File: src/rtl/alu_pkg.sv
// ============================================================================
//  Module : alu_pkg
//  Brief  : Opcode/function codes, shifter modes and immediate helpers for alu
//  Rev    : 1.0  initial release
// ============================================================================
`default_nettype none

package alu_pkg;

   localparam int unsigned c_DATA_W = 32;
   localparam int unsigned c_IMM_W  = 16;

   // I-type / branch opcodes (c_OP_RTYPE selects decode by function code)
   localparam logic [5:0] c_OP_RTYPE = 6'b000000;
   localparam logic [5:0] c_OP_BEQ   = 6'b000100;
   localparam logic [5:0] c_OP_BNE   = 6'b000101;
   localparam logic [5:0] c_OP_BLEZ  = 6'b000110;
   localparam logic [5:0] c_OP_BGTZ  = 6'b000111;
   localparam logic [5:0] c_OP_ADDI  = 6'b001000;
   localparam logic [5:0] c_OP_ADDIU = 6'b001001;
   localparam logic [5:0] c_OP_SLTI  = 6'b001010;
   localparam logic [5:0] c_OP_SLTIU = 6'b001011;
   localparam logic [5:0] c_OP_ANDI  = 6'b001100;
   localparam logic [5:0] c_OP_ORI   = 6'b001101;
   localparam logic [5:0] c_OP_XORI  = 6'b001110;
   localparam logic [5:0] c_OP_LUI   = 6'b001111;
   localparam logic [5:0] c_OP_LW    = 6'b100011;
   localparam logic [5:0] c_OP_SW    = 6'b101011;

   localparam logic [5:0] c_FN_SLL  = 6'b000000;
   localparam logic [5:0] c_FN_SRL  = 6'b000010;
   localparam logic [5:0] c_FN_SRA  = 6'b000011;
   localparam logic [5:0] c_FN_SLLV = 6'b000100;
   localparam logic [5:0] c_FN_SRLV = 6'b000110;
   localparam logic [5:0] c_FN_SRAV = 6'b000111;
   localparam logic [5:0] c_FN_ADD  = 6'b100000;
   localparam logic [5:0] c_FN_ADDU = 6'b100001;
   localparam logic [5:0] c_FN_SUB  = 6'b100010;
   localparam logic [5:0] c_FN_SUBU = 6'b100011;
   localparam logic [5:0] c_FN_AND  = 6'b100100;
   localparam logic [5:0] c_FN_OR   = 6'b100101;
   localparam logic [5:0] c_FN_XOR  = 6'b100110;
   localparam logic [5:0] c_FN_NOR  = 6'b100111;
   localparam logic [5:0] c_FN_SLT  = 6'b101010;
   localparam logic [5:0] c_FN_SLTU = 6'b101011;

   typedef enum logic [1:0] {
      SHIFT_LL = 2'd0,
      SHIFT_RL = 2'd1,
      SHIFT_RA = 2'd2
   } shift_mode_e;

   function automatic logic [c_DATA_W-1:0] sext16(input logic [c_IMM_W-1:0] imm);
      return {{(c_DATA_W-c_IMM_W){imm[c_IMM_W-1]}}, imm};
   endfunction

   function automatic logic [c_DATA_W-1:0] zext16(input logic [c_IMM_W-1:0] imm);
      return {{(c_DATA_W-c_IMM_W){1'b0}}, imm};
   endfunction

endpackage : alu_pkg

`default_nettype wire

File: src/rtl/alu_shifter.sv
// ============================================================================
//  Module : alu_shifter
//  Brief  : 32-bit logarithmic barrel shifter (left, logical right, arith right)
//  Rev    : 1.0  initial release
// ============================================================================
`default_nettype none

module alu_shifter
   import alu_pkg::*;
(
   input  logic [31:0]  value,
   input  logic [4:0]   amount,
   input  shift_mode_e  mode,
   output logic [31:0]  shifted
);

   logic [31:0] w_stage [0:5];
   logic        w_fill;

   assign w_fill     = (mode == SHIFT_RA) & value[31];
   assign w_stage[0] = value;

   // Stage i shifts by 2^i when amount[i] is set
   for (genvar i = 0; i < 5; i++) begin : g_stage
      localparam int c_N = 1 << i;
      assign w_stage[i+1] = !amount[i]         ? w_stage[i] :
                            (mode == SHIFT_LL) ? {w_stage[i][31-c_N:0], {c_N{1'b0}}} :
                                                 {{c_N{w_fill}}, w_stage[i][31:c_N]};
   end

   assign shifted = w_stage[5];

endmodule : alu_shifter

`default_nettype wire

File: src/rtl/alu.sv
// ============================================================================
//  Module : alu
//  Brief  : MIPS-style execute-stage ALU with registered result and branch flag
//  Rev    : 1.0  initial release
// ============================================================================
`default_nettype none

module alu
   import alu_pkg::*;
(
   input  logic        clk,
   input  logic        rst_n,
   input  logic [5:0]  opcode,
   input  logic [31:0] rs_val,
   input  logic [31:0] rt_val,
   input  logic [4:0]  shamt,
   input  logic [5:0]  func,
   input  logic [15:0] raw_val,
   output logic [31:0] result,
   output logic        sig_b
);

   logic [31:0] w_sext;
   logic [31:0] w_zext;
   logic [31:0] w_sh_out;
   logic [4:0]  w_sh_amt;
   shift_mode_e w_sh_mode;
   logic [31:0] w_result;
   logic        w_sig_b;
   logic [31:0] r_result;
   logic        r_sig_b;

   assign w_sext = sext16(raw_val);
   assign w_zext = zext16(raw_val);

   // Variable shifts take their amount from rs; fixed shifts use shamt
   always_comb begin
      w_sh_mode = SHIFT_LL;
      w_sh_amt  = shamt;
      case (func)
         c_FN_SRL:  w_sh_mode = SHIFT_RL;
         c_FN_SRA:  w_sh_mode = SHIFT_RA;
         c_FN_SLLV: w_sh_amt  = rs_val[4:0];
         c_FN_SRLV: begin
            w_sh_mode = SHIFT_RL;
            w_sh_amt  = rs_val[4:0];
         end
         c_FN_SRAV: begin
            w_sh_mode = SHIFT_RA;
            w_sh_amt  = rs_val[4:0];
         end
         default: ;
      endcase
   end

   alu_shifter u_shifter (
      .value   (rt_val),
      .amount  (w_sh_amt),
      .mode    (w_sh_mode),
      .shifted (w_sh_out)
   );

   always_comb begin
      w_result = '0;
      w_sig_b  = 1'b0;
      case (opcode)
         c_OP_RTYPE: begin
            case (func)
               c_FN_ADD, c_FN_ADDU: w_result = rs_val + rt_val;
               c_FN_SUB, c_FN_SUBU: w_result = rs_val - rt_val;
               c_FN_AND:            w_result = rs_val & rt_val;
               c_FN_OR:             w_result = rs_val | rt_val;
               c_FN_XOR:            w_result = rs_val ^ rt_val;
               c_FN_NOR:            w_result = ~(rs_val | rt_val);
               c_FN_SLT:            w_result = {31'b0, $signed(rs_val) < $signed(rt_val)};
               c_FN_SLTU:           w_result = {31'b0, rs_val < rt_val};
               c_FN_SLL, c_FN_SRL, c_FN_SRA,
               c_FN_SLLV, c_FN_SRLV, c_FN_SRAV:
                                    w_result = w_sh_out;
               default:             w_result = '0;
            endcase
         end
         c_OP_ADDI, c_OP_ADDIU, c_OP_LW, c_OP_SW:
                     w_result = rs_val + w_sext;
         c_OP_SLTI:  w_result = {31'b0, $signed(rs_val) < $signed(w_sext)};
         c_OP_SLTIU: w_result = {31'b0, rs_val < w_sext};
         c_OP_ANDI:  w_result = rs_val & w_zext;
         c_OP_ORI:   w_result = rs_val | w_zext;
         c_OP_XORI:  w_result = rs_val ^ w_zext;
         c_OP_LUI:   w_result = {raw_val, 16'h0000};
         c_OP_BEQ: begin
            w_result = rs_val - rt_val;
            w_sig_b  = (rs_val == rt_val);
         end
         c_OP_BNE: begin
            w_result = rs_val - rt_val;
            w_sig_b  = (rs_val != rt_val);
         end
         c_OP_BLEZ: begin
            w_result = rs_val - rt_val;
            w_sig_b  = rs_val[31] | (rs_val == 32'h0);
         end
         c_OP_BGTZ: begin
            w_result = rs_val - rt_val;
            w_sig_b  = ~rs_val[31] & (rs_val != 32'h0);
         end
         default: begin
            w_result = '0;
            w_sig_b  = 1'b0;
         end
      endcase
   end

   always_ff @(posedge clk or negedge rst_n) begin
      if (!rst_n) begin
         r_result <= '0;
         r_sig_b  <= 1'b0;
      end else begin
         r_result <= w_result;
         r_sig_b  <= w_sig_b;
      end
   end

   assign result = r_result;
   assign sig_b  = r_sig_b;

endmodule : alu

`default_nettype wire

File: config.mk
export PLATFORM = sky130hd
export DESIGN_NAME = alu
export DESIGN_NICKNAME = d
export VERILOG_FILES = /design/src/rtl/alu_pkg.sv /design/src/rtl/alu_shifter.sv /design/src/rtl/alu.sv
export SDC_FILE = /design/constraint.sdc
export NUM_CORES = 1
export LEC_CHECK = 0
export CAP_MARGIN = 20
export CORE_MARGIN = 4
export CORE_UTILIZATION = 35
export CTS_BUF_LIST = sky130_fd_sc_hd__clkbuf_8
export CTS_CLUSTER_SIZE = 12
export DETAILED_ROUTE_END_ITERATION = 10
export RECOVER_POWER = 25
export SLEW_MARGIN = 0
export SYNTH_ARGS = -nofsm -noshare
export SYNTH_HDL_FRONTEND = slang
export SYNTH_SLANG_ARGS = --single-unit
File: constraint.sdc
create_clock -name clk -period 0.8 [get_ports clk]
set_input_delay 0.24 -clock clk [delete_from_list [all_inputs] [get_ports clk]]
set_output_delay 0.24 -clock clk [all_outputs]
set_load 0.02 [all_outputs]
==> Word level (Yosys, flattened, before mapping) <==
Index checks and enable logic that the tools add are counted.
{ "op_classes": {"n_div": 0, "mux": 15, "bitwise": 11, "eq_ne": 32, "n_reduce_logical": 13, "addsub": 3, "n_shift": 0, "n_mul": 0, "n_lt_le_gt_ge": 4} }
{ "ops": {"columns": ["cell", "n"], "rows": [
  ["$pmux W32 S9", 2],
  ["$mux W32", 10],
  ["$lt A32 B32 Y1", 3],
  ["$eq A6 B6 Y1 const B", 12],
  ["$add A32 B32 Y32", 2],
  ["$eq A6 B4 Y1 const B", 8],
  ["$eq A6 B3 Y1 const B", 7],
  ["$and A32 B16 Y32", 1],
  ["$and A32 B32 Y32", 1],
  ["$eq A32 B32 Y1", 1],
  ["$logic_not A32 Y1", 1],
  ["$lt A32 B16 Y1", 1],
  ["$ne A32 B32 Y1", 1],
  ["$not A32 Y32", 1],
  ["$or A32 B16 Y32", 1],
  ["$or A32 B32 Y32", 1],
  ["$reduce_bool A32 Y1", 1],
  ["$sub A32 B32 Y32", 1],
  ["$xor A32 B16 Y32", 1],
  ["$xor A32 B32 Y32", 1],
  ["$eq A6 B2 Y1 const B", 2],
  ["$logic_not A6 Y1", 2],
  ["$reduce_or A2 Y1", 4],
  ["$reduce_or A4 Y1", 2],
  ["10 further kinds", 11]
]} }
{ "word_totals": {"mem_bits_rw": 0, "mem_count": 0, "inputBits": 99, "rom_bits": 0, "out_inout_bits": 33, "regBits": 33, "latch_bits": 0, "elab_cells": 80} }

==> Logic depth before layout (Yosys ltp) <==
{ "logic_depth": {"ltp_word": 17, "ltp_mapped": 16, "depth_no_buf": 14} }

==> Hierarchy <==
From an unflattened synthesis, not the netlist that was laid out.
{ "unflattened": {"hier_cells": 2108, "hier_area_um2": 14916.8} }
{ "modules_own_cells": {"columns": ["mod", "instances", "area_each_um2", "seq_area_each_um2", "cells_per_inst"], "rows": [
  ["alu", 1, 10178.5, 825.8, 1395],
  ["alu_shifter", 1, 4738.3, 0.0, 713]
]} }

==> Worst setup path after synthesis <==
OpenSTA, ideal clock, no wires.
{ "synth_timing": {"path_type": "input to register", "startpoint": "input rs_val[0]", "endpoint": "register r_result[30] (netlist: result[30])", "arrival_time_ps": 3215, "slack_ps": -2502, "required_ps": 713, "setup_time_ps": 87, "path_stages": 12, "path_buffers": 0, "path_cell_list": "ha_1 -> fa_1 -> a211oi_1 -> o21bai_1 -> a311oi_1 -> a21boi_0 -> a21boi_0 -> o311ai_0 -> a31oi_1 -> o311ai_0 -> xor2_1 -> o211ai_1"} }
{ "synth_between": {"elab_chain_cells": 12, "elab_cells_between_ends": 15, "cone_classes": "add/sub: 3; mux: 12"} }
{ "synth_lines": {"columns": ["item", "line_no", "text"], "rows": [
  ["start: declaration", "alu.sv:14", "input logic [31:0] rs_val,"],
  ["$mux W5", "alu.sv:40", "case (func)"],
  ["$mux W32", "alu_shifter.sv:26", "assign w_stage[i+1] = !amount[i] ? w_stage[i] :"],
  ["$mux W32", "alu_shifter.sv:27", "(mode == SHIFT_LL) ? {w_stage[i][31-c_N:0], {c_N{1'b0}}} :"],
  ["$mux W32", "alu_shifter.sv:26", null],
  ["$mux W32", "alu_shifter.sv:27", null],
  ["$mux W32", "alu_shifter.sv:26", null],
  ["$mux W32", "alu_shifter.sv:27", null],
  ["$mux W32", "alu_shifter.sv:26", null],
  ["$mux W32", "alu_shifter.sv:27", null],
  ["$mux W32", "alu_shifter.sv:26", null],
  ["$pmux W32 S9", "alu.sv:68", "case (func)"],
  ["$pmux W32 S9 *", "alu.sv:66", "case (opcode)"],
  ["named net w_result[30]", "alu.sv:28", "logic [31:0] w_result;"],
  ["end signal: assignment", "alu.sv:119", "r_result <= w_result;"],
  ["end: declaration", "alu.sv:30", "logic [31:0] r_result;"]
]} }
Mark *: on every way through the listed nets, which the timed path passes. The rest lies on a longest branch.

==> Worst setup path in the final report <==
{ "layout_timing": {"startpoint": "input func[5]", "endpoint": "register r_result[22] (netlist: result[22])"} }
{ "layout_between": {"elab_chain_cells": 16, "elab_cells_between_ends": 39, "cone_classes": "eq/ne: 16; mux: 14; bitwise: 1; reduce/logical: 8"} }
{ "layout_lines": {"columns": ["item", "line_no", "text"], "rows": [
  ["start: declaration", "alu.sv:17", "input logic [5:0] func,"],
  ["$eq A6 B2 Y1 or $eq A6 B3 Y1 (tied branches)", "alu.sv:40, alu.sv:68", null],
  ["$reduce_or A2 Y1 (no source line)", null, null],
  ["$pmux W2 S2", "alu.sv:40", null],
  ["$logic_not A2 Y1", "alu_shifter.sv:27", null],
  ["$mux W32", "alu_shifter.sv:27", null],
  ["$mux W32", "alu_shifter.sv:26", null],
  ["$mux W32", "alu_shifter.sv:27", null],
  ["$mux W32", "alu_shifter.sv:26", null],
  ["$mux W32", "alu_shifter.sv:27", null],
  ["$mux W32", "alu_shifter.sv:26", null],
  ["$mux W32", "alu_shifter.sv:27", null],
  ["$mux W32", "alu_shifter.sv:26", null],
  ["$mux W32", "alu_shifter.sv:27", null],
  ["$mux W32", "alu_shifter.sv:26", null],
  ["$pmux W32 S9 *", "alu.sv:68", null],
  ["$pmux W32 S9 *", "alu.sv:66", null],
  ["named net w_result[22]", "alu.sv:28", null]
]} }
Marks and branches as above.

==> out/results.txt <==
status: finished with violations
violated checks: setup timing
Worst Hold Class: primary input to async pin
largest family of logic cells by synthesized area: compound AO/OA/AOI/OAI gates
first-pass GRT wire length: 146,000 um
Flop pwr share: 7.6%
Max-slew headroom: 30.7%
Ys Warns: 0
async set-reset flop share out of synthesis: 100%
WL final: 103,000 um
clk buf depth: 2
ys flop type: dfrtp_1
critical path's largest stage delay: 0.40 ns
DRT antenna net count: 0
Synth Area in Adders: 16.1%
Clock power frac: 7.6%
Synth Register Bits: 33
CP top delay family: compound AO/OA/AOI/OAI gates
I/O Pins: 132
max-slew violations: 0
initial antenna violation count: 1
Switch Pwr: 12.0 mW
clk sinks: 33
Peak VDD IR: 0.000594 V
WP buf/inv: 6
internal power: 12.6 mW
gr ovfl total: 0
WP data arrival: 3.38 ns
hold_ws: 0.482 ns
setup ws final: -2.39 ns
cell chain of the critical path: buf_6, or3_4, buf_6, buf_6, nor3_4, buf_6, mux2i_4, buf_12, buf_8, nand2_1, o22ai_1, a211o_1, mux2_4, o221ai_4, a211oi_2, o221ai_2
Initial DRC Count: 2,727
final hold vios: 0
routed vias: 22,853
Num CTS Buffers: 5
CTS tree: done
# setup viols final: 69
mapped cell area: 13,900 sq um
DRC Markers: 0
pin count of the biggest net entering global routing: 102
share of layout cells above drive strength 1: 52.9%
CP max FO: 11
xor and xnor area share after synthesis: 7.17%
mux cell area share after synthesis: 3.96%
RSZ-0062 raised after global routing: yes
Crit Path Class: primary input to flip-flop
CP Depth: 16
slowest stage cell, crit path: or3_4
max_cap viols: 0
Core Box Area: 39,000 sq um
P per Cell Area: 884 nW/um^2
Worst Setup Start Kind: primary input
Avg Cell Area, Syn: 6.73 sq um
Die Height: 208 um
DP HPWL: 79,600 um
gp weighted congestion: 1.07
Initial Util: 35.7%
Via-to-Cell Ratio: 6.25
required time of the critical path: 0.99 ns
number of synthesized flops with an enable pin: 0
Slew @ Worst Pin: 1.03 ns
I/O Buffers: 131
clk root buf: clkbuf_8
P_leak: 12.6 nW
crit end category: flip-flop
combinational power share: 84.7%
Net Sw Frac: 48.8%
Synth Instances: 2,071
DR WL/cell: 28.2 um
simple-gate area share of the yosys netlist: 20.0%
post-layout min period: 3.19 ns
setup_tns: -83.01 ns
sequential-to-total area share from yosys stat: 5.93%
Syn Nets: 2,348
die width: 208 um
post-synthesis compound-gate area fraction: 38.9%
Rows: 72
Die ar.: 43,100 sq um
Most common cell on crit path: buf_6
synthesis-to-layout area growth: 99.6%
fin nets: 3,415
CTS clk-pin slew, worst paths: 0.11 ns
achievable frequency: 314 MHz
GRT Resource Usage Total: 44.2%
drt pass-1 iters: 9
vias in the first global route: 22,259
distinct cell type count after synthesis: 81
Final period util: 399%
H-tree Lvls: 2
==> cell families after synthesis <==
logic type / count (synthesis)
multiplexers: 52
XOR/XNOR: 114
AND/OR/NAND/NOR: 599
AO/OA/AOI/OAI: 809
adder cells (fa/ha/maj): 178
buffers and inverters: 286
flip-flops: 33
==> metrics by stage <==
step / util (%) / area (sq um) / power, mW / cells / setup slack [ns]
after floorplan: - / 14800 / 9.31 / 2071 / -2.22
after global placement: 58.6 / 22900 / 17.9 / 3477 / -3.53
after detailed placement: 58.6 / 22900 / 18.1 / 3477 / -3.48
after CTS: 68.7 / 26800 / 22.9 / 3627 / -2.34
after global routing: 71.3 / 27800 / 25.4 / 3657 / -2.45
final: 71.3 / 27800 / 24.6 / 3658 / -2.39
==> final cells by class <==
| class | count | area [sq um] |
|---|---|---|
| Fill cell | 3157 | 11200 |
| Sequential cell | 33 | 828 |
| Clock inverter | 2 | 33.8 |
| Tap cell | 518 | 648 |
| Clock buffer | 6 | 82.6 |
| Inverter | 140 | 579 |
| Antenna cell | 1 | 2.50 |
| Timing Repair Buffer | 1205 | 10300 |
| Multi-Input combinational cell | 1753 | 15300 |
==> synthesized netlist by cell type (6+ instances only) <==
cell         n  area, sq um
a2111oi_0    8         70.1
a211o_1     10         87.6
a211oi_1    74          556
a21boi_0     6         45.0
a21o_1      26          195
a21oi_1    195          976
a221o_1      7         70.1
a221oi_1    24          210
a222oi_1    11          110
a22oi_1     21          158
a311oi_1    18          158
a31oi_1     33          206
and2_1       8         50.1
and3_1       8         50.1
buf_1       18         67.6
buf_2       27          135
clkbuf_1   100          375
dfrtp_1     33          826
ha_1       175         2190
inv_1      137          514
mux2i_1     45          450
nand2_1    158          593
nand2b_1    16          100
nand3_1     62          310
nand4_1     13         81.3
nor2_1     189          709
nor2b_1     15         93.8
nor3_1      61          305
nor4_1      23          144
o211a_1      6         60.1
o211ai_1    55          413
o21a_1      10         75.1
o21ai_0    146          731
o21bai_1    18          135
o221ai_1    26          228
o22ai_1     28          175
o311ai_0     8         70.1
o31ai_1     20          150
o41ai_1      8         70.1
or3_1       21          131
xnor2_1     89          780
xor2_1      25          219
==> layer usage <==
metal	GRT usage [%]	part of all wire [%]	up-vias
met5	0	0.014	-
met4	27.7	8.8	2
met3	11.7	12	428
met2	65.7	41	1605
met1	56.7	38	10910
li1	-	-	9908
==> power by group through the flow <==
| stage | clock network (mW) | registers (mW) | logic, mW |
|---|---|---|---|
| global placement | 0 | 1.88 | 16.0 |
| floorplan | 0 | 1.99 | 7.32 |
| detailed placement | 0 | 1.88 | 16.2 |
| CTS | 1.87 | 1.88 | 19.2 |
| global route | 1.94 | 1.88 | 21.6 |
| finish | 1.87 | 1.88 | 20.8 |
==> worst paths after layout <==
check                      slack, ns    endpoint  startpoint
setup / recovery               -2.39  result[22]     func[5]
hold / removal                  0.48   result[0]       rst_n
max in group asynchronous      -0.01  result[31]       rst_n
min in group clk                0.51  result[27]  rs_val[27]
==> what timing repair did <==
action / 4_1_cts / 5_1_grt
gates cloned: 6 / 3
endpoints found under the hold margin: 33 / 0
hold buffers: 1 / 0
pin swaps: 233 / 105
gates resized for setup: 906 / 201
setup buffers: 146 / 36
endpoints found under the setup margin: 66 / 66
==> cell usage in the layout, fill, tap and decap left out, types with 19 or more instances in the layout <==
| master | count |
|---|---|
| o211ai_1 | 55 |
| nor3_1 | 35 |
| xor2_1 | 22 |
| a211oi_2 | 25 |
| a211oi_1 | 39 |
| a21oi_2 | 38 |
| dlygate4sd2_1 | 26 |
| o22ai_1 | 24 |
| ha_4 | 39 |
| a21o_1 | 26 |
| o21ai_2 | 32 |
| a21oi_1 | 151 |
| inv_1 | 81 |
| dfrtp_1 | 31 |
| buf_12 | 23 |
| inv_2 | 43 |
| xnor2_1 | 81 |
| nor3_2 | 19 |
| o21ai_0 | 79 |
| clkdlybuf4s50_1 | 24 |
| buf_4 | 903 |
| o21ai_1 | 29 |
| mux2i_1 | 39 |
| nand2_1 | 143 |
| buf_6 | 165 |
| nand3_1 | 53 |
| a31oi_1 | 21 |
| nor2_1 | 173 |
| ha_1 | 124 |
==> tightest hold or removal path: cells and delay by family <==
kind,cells,cell delay [ns]
buffers and inverters,3,0.99
==> state kept, by name, indices dropped and copies added (netlist names) <==
register	flops
result	32
sig_b	1
Power figures use the tool's default switching activity.
==> variant (same settings) <==
Put one more register stage on the output `result`, cleared by the reset. The value now appears one clock later. The other outputs are not delayed to match. Comments in the files are not updated.
--- a/src/rtl/alu.sv
+++ b/src/rtl/alu.sv
@@ -121,7 +121,13 @@
       end
    end
 
-   assign result = r_result;
+   always_ff @(posedge clk or negedge rst_n) begin
+      if (!rst_n) begin
+         result <= '0;
+      end else begin
+         result <= r_result;
+      end
+   end
    assign sig_b  = r_sig_b;
 
 endmodule : alu
Behaviour: not the same (Yosys sat finds a counterexample within 4 cycles, from zero or initial values and one cycle with rst_n low).
==> variant against the original RTL <==
The run still ends with setup timing left. Die area increased by 8.3%. Design area increased by 4.9%. Synthesized area increased by 8.6%. Clock power increased by 43%. First-iteration DRC count increased by 6.6%. Worst hold slack got worse by 180 ps. Sequential cell count increased by 32. Wire length increased by 3.1%. Power increased by 11%. Synthesized cell count increased by 4.1%. Setup slack improved by 6.9 ps.
==> variant: results <==
export IMPL_violations="setup timing"
export IMPL_setup_viol=66
export IMPL_timing_hold_ws_ps=301.8
export IMPL_crit_fanout=6
export IMPL_synth_seq_area_share_pct=10.75
export IMPL_hp_class="in2reg"
export IMPL_htree_levels=3
export IMPL_area_growth_pct=92.74
export IMPL_synth_area_leaders="ha_1 (14%), dfrtp_1 (11%), a21oi_1 (7.6%)"
export IMPL_grt_use_total_pct=42.22
export IMPL_met3_usage_pct=9.395
export IMPL_drt_iter0_drc=2907
export IMPL_routed_wl_met3_um=11630
export IMPL_grt_max_degree=57
export IMPL_drive_above_1_share_pct=52.65
export IMPL_worst_slack_ps=-2381
export IMPL_wl_met1_um=40760
export IMPL_crit_path_end="r_result[26]"
export IMPL_synth_distinct_cells=102
export IMPL_antenna_found_initial=4
export IMPL_muxShareOfSynthArea_pct=3.671
export IMPL_worstPathArrival_ps=3410
export IMPL_clkPwrFrac_pct=9.7
export IMPL_status="complete, but fails checks"
export IMPL_cts_clk_slew_worst_paths_ps=90
export IMPL_synthAdderAreaFrac_pct=14.87
variant: changes by cell type in the layout (fill, tap and decap cells not counted), moves of 13 or more:
cell,delta
xnor2_1,-30
nand2_1,+18
buf_6,-15
dfrtp_1,+34
clkbuf_2,+13
o21ai_0,+31
buf_4,+41
nor2_1,-34
a21oi_1,+26
inv_1,+15
variant: timing repair:
action / in CTS / in global routing
gates cloned: 3 / 1
setup buffers: 123 / 96
resized for setup: 808 / 354
pin swaps: 225 / 194
endpoints found under the setup margin: 66 / 66
endpoints found under the hold margin: 65 / 0
hold buffers: 1 / 0
variant: layout make-up:
| cell class | count | area share (%) |
|---|---|---|
| Multi-Input combinational cell | 1776 | 53.34 |
| Timing Repair Buffer | 1234 | 35.96 |
| Sequential cell | 65 | 5.577 |
| Tap cell | 577 | 2.475 |
| Inverter | 153 | 2.080 |
| Clock buffer | 9 | 0.4247 |
| Clock inverter | 7 | 0.1416 |
